[config.mk]
export PLATFORM = sky130hd
export DESIGN_NAME = parallel_frame_receiver_flat
export DESIGN_NICKNAME = d
export VERILOG_FILES = /design/src/rtl/parallel_frame_receiver_if.sv /design/src/rtl/parallel_frame_receiver.sv /design/src/flat_wrapper.sv
export SDC_FILE = /design/constraint.sdc
export NUM_CORES = 1
export LEC_CHECK = 0
export BUFFER_PORTS_ARGS = -buffer_cell sky130_fd_sc_hd__buf_4
export CAP_MARGIN = 20
export CORE_AREA = 2 2 159 161
export CTS_CLUSTER_SIZE = 10
export DETAILED_ROUTE_END_ITERATION = 12
export DIE_AREA = 0 0 161 163
export PLACE_DENSITY = 0.8
export SLEW_MARGIN = 25
export SYNTH_ARGS = -nofsm -noshare
export SYNTH_HDL_FRONTEND = slang
export SYNTH_SLANG_ARGS = --single-unit
[constraint.sdc]
create_clock -name clk_i -period 6.7 [get_ports clk_i]
set_clock_uncertainty 0.1 [all_clocks]
set_input_delay 0.67 -clock clk_i [delete_from_list [all_inputs] [get_ports clk_i]]
set_output_delay 0.67 -clock clk_i [all_outputs]
set_load 0.01 [all_outputs]
[src/rtl/parallel_frame_receiver_if.sv]
// Output sample stream of the parallel frame receiver.
//   word        : assembled 16-bit sample
//   word_valid  : word/word_last hold a sample
//   word_ready  : consumer accepts the sample on a clock edge with word_valid high
//   word_last   : sample is the final word of its frame
// The receiver connects through the master modport and the consumer through the slave modport.
interface parallel_frame_receiver_if;
  logic [15:0] word;
  logic        word_valid;
  logic        word_ready;
  logic        word_last;

  modport master (output word, output word_valid, output word_last, input word_ready);
  modport slave  (input word, input word_valid, input word_last, output word_ready);
endinterface

[src/rtl/parallel_frame_receiver.sv]
// Receive side of an 8-bit parallel data-out port. Bytes strobed by an external
// data clock while the frame flag is high are paired into 16-bit samples, buffered
// in a small FIFO and delivered over a valid/ready stream.
// Ports:
//   clk_i            system clock, at least 4x the external data clock
//   rst_ni           asynchronous active-low reset
//   enable_i         receiver enable; low forces IDLE and flushes the FIFO
//   frame_length_i   expected bytes per frame, latched at frame start
//   data_clk_i       external byte strobe (byte valid at its rising edge)
//   flag_frame_i     external frame flag
//   data_i           external byte
//   word_if          output sample stream (master side)
//   frame_done_o     one-cycle pulse at frame end
//   frame_err_o      pulse with frame_done_o on length mismatch or odd byte count
//   overflow_o       sticky: a word was dropped because the FIFO was full
//   byte_count_o     bytes accepted in the current or last frame
//
// state   | meaning
// --------+----------------------------------------------------------
// S_IDLE  | disabled / after reset
// S_ARM   | enabled, waiting for the flag to be low (no mid-frame join)
// S_WAIT  | waiting for the flag rising edge
// S_FRAME | collecting bytes and pushing words
// S_DONE  | one cycle: report frame end and error status
module parallel_frame_receiver #(
  parameter int FIFO_DEPTH  = 16,
  parameter int SYNC_STAGES = 2
) (
  input  logic                      clk_i,
  input  logic                      rst_ni,
  input  logic                      enable_i,
  input  logic [15:0]               frame_length_i,
  input  logic                      data_clk_i,
  input  logic                      flag_frame_i,
  input  logic [7:0]                data_i,
  parallel_frame_receiver_if.master word_if,
  output logic                      frame_done_o,
  output logic                      frame_err_o,
  output logic                      overflow_o,
  output logic [15:0]               byte_count_o
);

  localparam int AW = $clog2(FIFO_DEPTH);
  localparam int CW = AW + 1;
  localparam logic [CW-1:0] FULL_COUNT = CW'(FIFO_DEPTH);

  typedef enum logic [2:0] {
    S_IDLE,
    S_ARM,
    S_WAIT,
    S_FRAME,
    S_DONE
  } state_t;

  // synchronizer chain, bit 9 = data clock, bit 8 = flag, bits 7:0 = data
  logic [9:0] sync_q [SYNC_STAGES];
  logic       dclk_prev_q;
  logic       flag_prev_q;

  logic       dclk_s;
  logic       flag_s;
  logic [7:0] data_s;
  logic       byte_evt;
  logic       flag_rise;
  logic       flag_fall;

  always_ff @(posedge clk_i or negedge rst_ni) begin
    if (!rst_ni) begin
      for (int i = 0; i < SYNC_STAGES; i++) sync_q[i] <= '0;
      dclk_prev_q <= 1'b0;
      flag_prev_q <= 1'b0;
    end else begin
      sync_q[0] <= {data_clk_i, flag_frame_i, data_i};
      for (int i = 1; i < SYNC_STAGES; i++) sync_q[i] <= sync_q[i-1];
      dclk_prev_q <= dclk_s;
      flag_prev_q <= flag_s;
    end
  end

  assign dclk_s    = sync_q[SYNC_STAGES-1][9];
  assign flag_s    = sync_q[SYNC_STAGES-1][8];
  assign data_s    = sync_q[SYNC_STAGES-1][7:0];
  assign byte_evt  = dclk_s & ~dclk_prev_q;
  assign flag_rise = flag_s & ~flag_prev_q;
  assign flag_fall = ~flag_s & flag_prev_q;

  state_t      state_q, state_d;
  logic [15:0] len_q, len_d;
  logic [15:0] cnt_q, cnt_d;
  logic        phase_q, phase_d;
  logic [7:0]  hi_q, hi_d;
  logic        push;
  logic [16:0] push_entry;
  logic [15:0] cnt_inc;

  assign cnt_inc = (cnt_q == 16'hFFFF) ? cnt_q : cnt_q + 16'd1;

  always_ff @(posedge clk_i or negedge rst_ni) begin
    if (!rst_ni) begin
      state_q <= S_IDLE;
      len_q   <= '0;
      cnt_q   <= '0;
      phase_q <= 1'b0;
      hi_q    <= '0;
    end else begin
      state_q <= state_d;
      len_q   <= len_d;
      cnt_q   <= cnt_d;
      phase_q <= phase_d;
      hi_q    <= hi_d;
    end
  end

  always_comb begin
    state_d    = state_q;
    len_d      = len_q;
    cnt_d      = cnt_q;
    phase_d    = phase_q;
    hi_d       = hi_q;
    push       = 1'b0;
    push_entry = '0;
    if (!enable_i) begin
      state_d = S_IDLE;
    end else begin
      case (state_q)
        S_IDLE: state_d = S_ARM;
        S_ARM: begin
          if (!flag_s) state_d = S_WAIT;
        end
        S_WAIT: begin
          if (flag_rise) begin
            len_d   = frame_length_i;
            cnt_d   = '0;
            phase_d = 1'b0;
            state_d = S_FRAME;
          end
        end
        S_FRAME: begin
          // a byte coinciding with the flag fall is dropped
          if (flag_fall) begin
            state_d = S_DONE;
          end else if (byte_evt && flag_s) begin
            cnt_d   = cnt_inc;
            phase_d = ~phase_q;
            if (!phase_q) begin
              hi_d = data_s;
            end else if (cnt_inc <= len_q) begin
              push       = 1'b1;
              push_entry = {(cnt_inc == len_q), hi_q, data_s};
            end
          end
        end
        S_DONE: begin
          phase_d = 1'b0;
          state_d = S_WAIT;
        end
        default: state_d = S_IDLE;
      endcase
    end
  end

  assign frame_done_o = (state_q == S_DONE);
  assign frame_err_o  = (state_q == S_DONE) && ((cnt_q != len_q) || cnt_q[0]);
  assign byte_count_o = cnt_q;

  // output FIFO; entry = {last, word}
  logic [16:0]   mem_q [FIFO_DEPTH];
  logic [AW-1:0] wr_ptr_q, rd_ptr_q;
  logic [CW-1:0] fcnt_q;
  logic          ovf_q;
  logic          full;
  logic          valid;
  logic          pop;
  logic          do_push;

  assign full    = (fcnt_q == FULL_COUNT);
  assign valid   = (fcnt_q != '0);
  assign pop     = valid & word_if.word_ready;
  // when full, a push is only accepted if a pop frees the slot in the same cycle
  assign do_push = push & (~full | pop);

  always_ff @(posedge clk_i or negedge rst_ni) begin
    if (!rst_ni) begin
      wr_ptr_q <= '0;
      rd_ptr_q <= '0;
      fcnt_q   <= '0;
      ovf_q    <= 1'b0;
    end else if (!enable_i) begin
      wr_ptr_q <= '0;
      rd_ptr_q <= '0;
      fcnt_q   <= '0;
      ovf_q    <= 1'b0;
    end else begin
      if (do_push) wr_ptr_q <= wr_ptr_q + 1'b1;
      if (pop)     rd_ptr_q <= rd_ptr_q + 1'b1;
      fcnt_q <= fcnt_q + CW'(do_push) - CW'(pop);
      if (push && full && !pop) ovf_q <= 1'b1;
    end
  end

  always_ff @(posedge clk_i) begin
    if (do_push) mem_q[wr_ptr_q] <= push_entry;
  end

  assign word_if.word_valid = valid;
  assign word_if.word       = valid ? mem_q[rd_ptr_q][15:0] : 16'h0000;
  assign word_if.word_last  = valid ? mem_q[rd_ptr_q][16] : 1'b0;
  assign overflow_o         = ovf_q;

endmodule

[src/flat_wrapper.sv]
// flat-port wrapper written by rule: the top's interface ports become plain ports
module parallel_frame_receiver_flat 
#(
  parameter int FIFO_DEPTH  = 16,
  parameter int SYNC_STAGES = 2
)
  (clk_i, rst_ni, enable_i, frame_length_i, data_clk_i, flag_frame_i, data_i, frame_done_o, frame_err_o, overflow_o, byte_count_o, word_if_word, word_if_word_valid, word_if_word_last, word_if_word_ready);
  parallel_frame_receiver_if word_if_i ();
  input  logic clk_i;
  input  logic rst_ni;
  input  logic enable_i;
  input  logic [15:0] frame_length_i;
  input  logic data_clk_i;
  input  logic flag_frame_i;
  input  logic [7:0] data_i;
  output logic frame_done_o;
  output logic frame_err_o;
  output logic overflow_o;
  output logic [15:0] byte_count_o;
  output wire logic [$bits(word_if_i.word)-1:0] word_if_word;
  output wire logic [$bits(word_if_i.word_valid)-1:0] word_if_word_valid;
  output wire logic [$bits(word_if_i.word_last)-1:0] word_if_word_last;
  input wire logic [$bits(word_if_i.word_ready)-1:0] word_if_word_ready;
  assign word_if_word = word_if_i.word;
  assign word_if_word_valid = word_if_i.word_valid;
  assign word_if_word_last = word_if_i.word_last;
  assign word_if_i.word_ready = word_if_word_ready;
  parallel_frame_receiver #(.FIFO_DEPTH(FIFO_DEPTH), .SYNC_STAGES(SYNC_STAGES)) u_core (.clk_i(clk_i), .rst_ni(rst_ni), .enable_i(enable_i), .frame_length_i(frame_length_i), .data_clk_i(data_clk_i), .flag_frame_i(flag_frame_i), .data_i(data_i), .word_if(word_if_i), .frame_done_o(frame_done_o), .frame_err_o(frame_err_o), .overflow_o(overflow_o), .byte_count_o(byte_count_o));
endmodule
======== After elaboration in Yosys (flattened, before gate mapping) ========
Memories as Yosys holds them, arrays and structs flattened.
Cells that the tools add are included.
operators by class
  bitwise operators ....................... 12
  muxes and demuxes ....................... 37
  reductions and logical operators ........ 15
  $lt $le $gt $ge ......................... 1
  eq/ne operators ......................... 17
  add/subtract/negate cells ............... 5
operators with widths
  operator               count
  $mux 17                6
  $mux 16                5
  $pmux 16 s2            1
  $add 16x1->16 const B  1
  $eq 16x16->1           1
  $eq 16x16->1 const B   1
  $le 16x16->1           1
  $mux 4                 4
  $ne 16x16->1           1
  $pmux 3 s5             1
  $reduce_and 5->1       3
  $mux 1                 14
  $mux 3                 4
  $ne 2x1->1 const B     5
  $add 4x1->4 const B    2
  $eq 3x2->1 const B     2
  $ne 3x2->1 const B     2
  $not 1->1              6
  $reduce_and 3->1       2
  $add 5x1->5            1
  $and 1x1->1            5
  $eq 5x5->1 const B     1
  $mux 5                 1
  $reduce_bool 5->1      1
  13 further kinds       16
storage, ports and cells
  RAM bits ................................ 272
  output and inout port bits .............. 37
  bits in registers ....................... 80
  memories kept ........................... 1
  word-level logic and storage cells ...... 101
memories
  memory        depth  width  read ports  clocked after Yosys merged registers in  write ports  line                            text
  u_core.mem_q  16     17     1           0                                        1            parallel_frame_receiver.sv:167  logic [16:0] mem_q [FIFO_DEPTH];

======== Logic depth before layout (Yosys ltp) ========
  depth in word-level cells ............... 13
  mapped depth ............................ 21

======== Worst setup path before layout ========
No wires, ideal clock.
  path type ............................... register to register
  start ................................... register u_core.cnt_q[8], in the netlist u_core.byte_count_o[8]
  end ..................................... register u_core.fcnt_q[4]
  setup time .............................. 0.136 ns
  path buffers ............................ 2
  arrival ................................. 4.979 ns
  required time ........................... 6.464 ns
  slack ................................... 1.485 ns
  stages on the path, launching flop included .. 22
  path through ............................ dfrtp_1 -> buf_2 -> and4_1 -> and3_1 -> clkbuf_1 -> and2_1 -> or4b_2 -> o21a_1 -> ha_1 -> nand4_2 -> or4_4 -> nor4_4 -> a41oi_4 -> nor2_1 -> ha_1 -> inv_1 -> fa_1 -> inv_1 -> a21oi_1 -> nor2_1 -> or3_1 -> a21oi_1
between the ends
  longest elaborated chain between the ends .. 13
  elaborated cells between the ends (all ways) .. 14
ends and longest elaborated chain
  what                                           line                            text
  start, declared                                parallel_frame_receiver.sv:89   logic [15:0] cnt_q, cnt_d;
  start signal, assigned                         parallel_frame_receiver.sv:108  cnt_q <= cnt_d;
  $add 16x1->16 or $eq 16x16->1 (tied branches)  parallel_frame_receiver.sv:96   assign cnt_inc = (cnt_q == 16'hFFFF) ? cnt_q : cnt_q + 16'd1;
  $mux 16 (*)                                    parallel_frame_receiver.sv:96
  $le 16x16->1 (*)                               parallel_frame_receiver.sv:147  end else if (cnt_inc <= len_q) begin
  $mux 1 (*)                                     parallel_frame_receiver.sv:147
  $mux 1 (*)                                     parallel_frame_receiver.sv:145  if (!phase_q) begin
  $mux 1 (*)                                     parallel_frame_receiver.sv:142  end else if (byte_evt && flag_s) begin
  $mux 1 (*)                                     parallel_frame_receiver.sv:140  if (flag_fall) begin
  $mux 1 (*)                                     parallel_frame_receiver.sv:125  case (state_q)
  $mux 1 (*)                                     parallel_frame_receiver.sv:122  if (!enable_i) begin
  $and 1x1->1 (*)                                parallel_frame_receiver.sv:180  assign do_push = push & (~full | pop);
  $add 5x1->5 (*)                                parallel_frame_receiver.sv:196  fcnt_q <= fcnt_q + CW'(do_push) - CW'(pop);
  $sub 5x1->5 (*)                                parallel_frame_receiver.sv:196
  $mux 5 (*)                                     parallel_frame_receiver.sv:188  end else if (!enable_i) begin
  end signal, assigned                           parallel_frame_receiver.sv:196
  end, declared                                  parallel_frame_receiver.sv:169  logic [CW-1:0] fcnt_q;
Every way passes the cells marked *; elsewhere a longest branch is shown, timed or not.
A chain may end at the register's enable or synchronous reset.

======== Worst setup path after layout ========
  start ................................... register u_core.cnt_q[7], in the netlist u_core.byte_count_o[7]
  end ..................................... memory u_core.mem_q[11][2], enable pin
between the ends
  longest elaborated chain between the ends .. 12
  elaborated cells between the ends (all ways) .. 13
ends and longest elaborated chain
  what                                           line                            text
  $add 16x1->16 or $eq 16x16->1 (tied branches)  parallel_frame_receiver.sv:96
  $mux 16 (*)                                    parallel_frame_receiver.sv:96
  $le 16x16->1 (*)                               parallel_frame_receiver.sv:147
  $mux 1 (*)                                     parallel_frame_receiver.sv:147
  $mux 1 (*)                                     parallel_frame_receiver.sv:145
  $mux 1 (*)                                     parallel_frame_receiver.sv:142
  $mux 1 (*)                                     parallel_frame_receiver.sv:140
  $mux 1 (*)                                     parallel_frame_receiver.sv:125
  $mux 1 (*)                                     parallel_frame_receiver.sv:122
  $and 1x1->1 (*)                                parallel_frame_receiver.sv:180
  $mux 1 (*)                                     parallel_frame_receiver.sv:202  if (do_push) mem_q[wr_ptr_q] <= push_entry;
  $mux 1 (not written as such) (*)               parallel_frame_receiver.sv:202
  end, declared                                  parallel_frame_receiver.sv:167
Marks and branches as above.

==> results.yml <==
timing:
  whs_ns: 0.07715
  fin_crit_ns: 5.758
  clock.fmax_mhz: 173.7
  finalHoldViolations: 0
  rsz0062_at_grt: "false"
  setup_tns_ns: 0
  slew_headroom_pct: 37.01
  slew_viol_final: 0
  worst_slew_pin_slew_ns: 0.9407
  setup_viol: 0
  fin_ws_ns: 0.9417
  finalCritPeriodShare_pct: 85.95
synth:
  syn_nets: 983
  synth_top_area_share_pct: 55.26
  netlist_area_mm2: 0.01478
  synthArstFlopShare_pct: 22.73
  ys_warn_count: 0
  ys.flop_type: "edfxtp_1"
  seq_area_frac_synth_pct: 68.80
  synth_area_per_cell_um2: 16.00
  ys_seq_elements: 352
  syn_inst: 924
  synthTopCellsByCount: "edfxtp_1 (272), dfrtp_1 (80), mux2i_1 (70)"
  synth.most_common_cell: "edfxtp_1"
  ys_types: 56
  synth_edf_count: 272
  synth_top_area_cell: "edfxtp_1"
  ys_top_cells_by_area: "edfxtp_1 (55%), dfrtp_1 (14%), mux4_2 (5.2%)"
setup_path:
  worst-path-stages: 13
  critical_path_arrival_ns: 5.80
  crit_required_ns: 6.75
  crit_path_end: "u_core.mem_q[11][2]"
  slowest_stage: "and2_1"
  cp_max_fo: 18
  crit_type: "flop to flop"
  reg2regPathDepth: 13
  crit_chain: "and4_1 -> and3_1 -> nand2_1 -> or4b_2 -> o21a_1 -> ha_1 -> nand4_2 -> or4_4 -> nor4_4 -> buf_4 -> a41oi_4 -> nor4b_1 -> and2_1"
  critPathLaunch: "u_core.byte_count_o[7]"
  startpoint_type: "flop"
  rrSetupSlack_ns: 0.94
  rr_startpoint: "u_core.byte_count_o[7]"
  cp-end-kind: "flop"
  cpPeakStageDelay_ns: 0.80
  reg2reg_to: "u_core.mem_q[11][2]"
  path_buf_inv: 1
  cp_top_family: "simple AND/OR/NAND/NOR gates"
global_routing:
  grt_pass1_vias: 8417
  antenna_found_initial: 0
  grt_pass1_wl_mm: 51.12
  grt_max_degree: 106
  grt_overflow_total: 0
  gr-usage-all-layers_pct: 26.45
clock_tree:
  clk_pin_slew_ns: 0.06
  cts_tree: "yes"
  clock-root-buffer: "clkbuf_16"
  clk_latency_ns: 0.53
  cts_buffers: 41
  cts_buffer_depth: 3
  ctsHoldBuffers: 0
  cts_resized: 0
  cts_setup_buffers: 0
  htreeDepth: 2
  cts_sinks: 352
layout:
  synthToLayoutAreaGrowth_pct: 13.23
  antennaDiodeCount: 0
  instances_no_fill: 1343
  drive_above_1_share_pct: 18.85
  final_core_util_pct: 67.83
  fin_area_mm2: 0.01674
  fill_cells: 1555
  nNetsFinal: 1051
route:
  drtAntennaViolNets: 0
  drc: 0
  wl_per_cell_um: 25.35
  vias_per_cell: 6.404
  first_pass_iters: 7
  vias: 8600
  drt-total-wl_mm: 34.05
  drtIter0Drc: 876
power:
  p_leak_nw: 5.420
  power_mw: 5.341
  powerDensity_mw_per_mm2: 319.1
  ir_worst_vdd_v: 0.0002290
die:
  die_area_mm2: 0.02624
  rows: 58
  initial_core_util_pct: 59.91
  core_area_mm2: 0.02467
  io_pins: 67
  fp.dieW_um: 161
  die_h_um: 163
placement:
  hpwl_mm: 20.61
  dp_slack_ns: 1.109
  port-buffer-count: 66
  dp.cells: 1279
  postPlaceCellArea_mm2: 0.01557
  gp_congestion: 0.9105
outcome:
  status: "finished, final reports clean"
min_path:
  hold_class: "input pin to async pin"
flow_run:
  drv_cap: 0
[routing by layer]
metal	track usage, %	up-vias	share of wire [%]	routed length [um]
met1	35.80	4235	38	12960
met4	10.55	0	4.1	1382
met3	6.570	93	10	3533
met2	41.92	535	47	16170
li1	-	3737	-	-
met5	0	-	0	0
[where the power goes]
part	switching, mW	internal (mW)	total (mW)	leakage (nW)
sequential	0.0566	2.39	2.44	2.96
combinational	0.505	0.431	0.936	1.90
clock	0.803	1.16	1.96	0.558
[registers in the layout (all words and copies together) (netlist names), 3 cells and up]
| name | cells |
|---|---|
| u_core.len_q | 16 |
| u_core.fcnt_q | 5 |
| u_core.data_s | 8 |
| u_core.sync_q | 10 |
| u_core.byte_count_o | 16 |
| u_core.rd_ptr_q | 4 |
| u_core.wr_ptr_q | 4 |
| u_core.state_q | 3 |
| u_core.mem_q | 272 |
| u_core.hi_q | 8 |
[worst min-delay path by stage]
stage                         to  cells after the start              start
6_report         u_core.len_q[5]                      1             rst_ni
5_1_grt        u_core.sync_q[15]                      1          data_i[5]
4_1_cts        u_core.sync_q[12]                      1          data_i[2]
3_5_place_dp    u_core.data_s[5]                      0  u_core.sync_q[15]
3_3_place_gp       u_core.dclk_s                      0  u_core.sync_q[19]
2_1_floorplan   u_core.data_s[0]                      0  u_core.sync_q[10]
[layout by cell type, fill, tap and decap left out, types with 2 or more instances in the layout]
cell       instances
a211oi_1          18
a21oi_1           22
a22o_1             4
a31oi_1            6
and2_1            32
and3_1             3
and4_1             5
buf_4             71
clkbuf_1          19
clkbuf_16         42
dfrtp_1           79
edfxtp_1         272
ha_1              28
inv_1             32
mux2_2            26
mux2i_1           70
mux4_2            34
nand2_1           40
nand3_1           16
nand4_1            7
nand4_2            2
nor2_1            27
nor2b_1            3
nor3_1             2
nor4_1             2
nor4b_1            2
o21a_1             5
o21ai_0           21
o221ai_1          34
o22ai_1           18
o31ai_1            7
or4_1              2
xnor2_1           20
xor2_1            11
[kinds of logic (layout without fill, tap and decap cells)]
kind of cell | after synthesis | in the layout | synth area share, %
flip-flops | 352 | 352 | 68.80
AND/OR/NAND/NOR | 157 | 157 | 5.857
AO/OA/AOI/OAI | 144 | 144 | 6.950
multiplexers | 130 | 130 | 11.90
buffers and inverters | 81 | 170 | 2.150
XOR/XNOR | 31 | 31 | 1.837
adder cells (fa/ha/maj) | 29 | 29 | 2.506
[worst reg2reg max path: stages, from the launching register on]
cell	delay (ns)
dfrtp_1	0.53
and4_1	0.31
and3_1	0.31
nand2_1	0.17
or4b_2	0.67
o21a_1	0.14
ha_1	0.30
nand4_2	0.11
or4_4	0.58
nor4_4	0.27
buf_4	0.30
a41oi_4	0.13
nor4b_1	0.67
and2_1	0.80
[cell type report]
class | count | area [um^2] | area share, %
Clock buffer | 62 | 1136 | 6.788
Timing Repair Buffer | 73 | 564.3 | 3.371
Sequential cell | 352 | 10170 | 60.78
Inverter | 33 | 123.9 | 0.7401
Multi-Input combinational cell | 491 | 4302 | 25.70
Clock inverter | 2 | 25.02 | 0.1495
Tap cell | 330 | 412.9 | 2.467
Note: power is estimated with default switching activity, not from simulation.
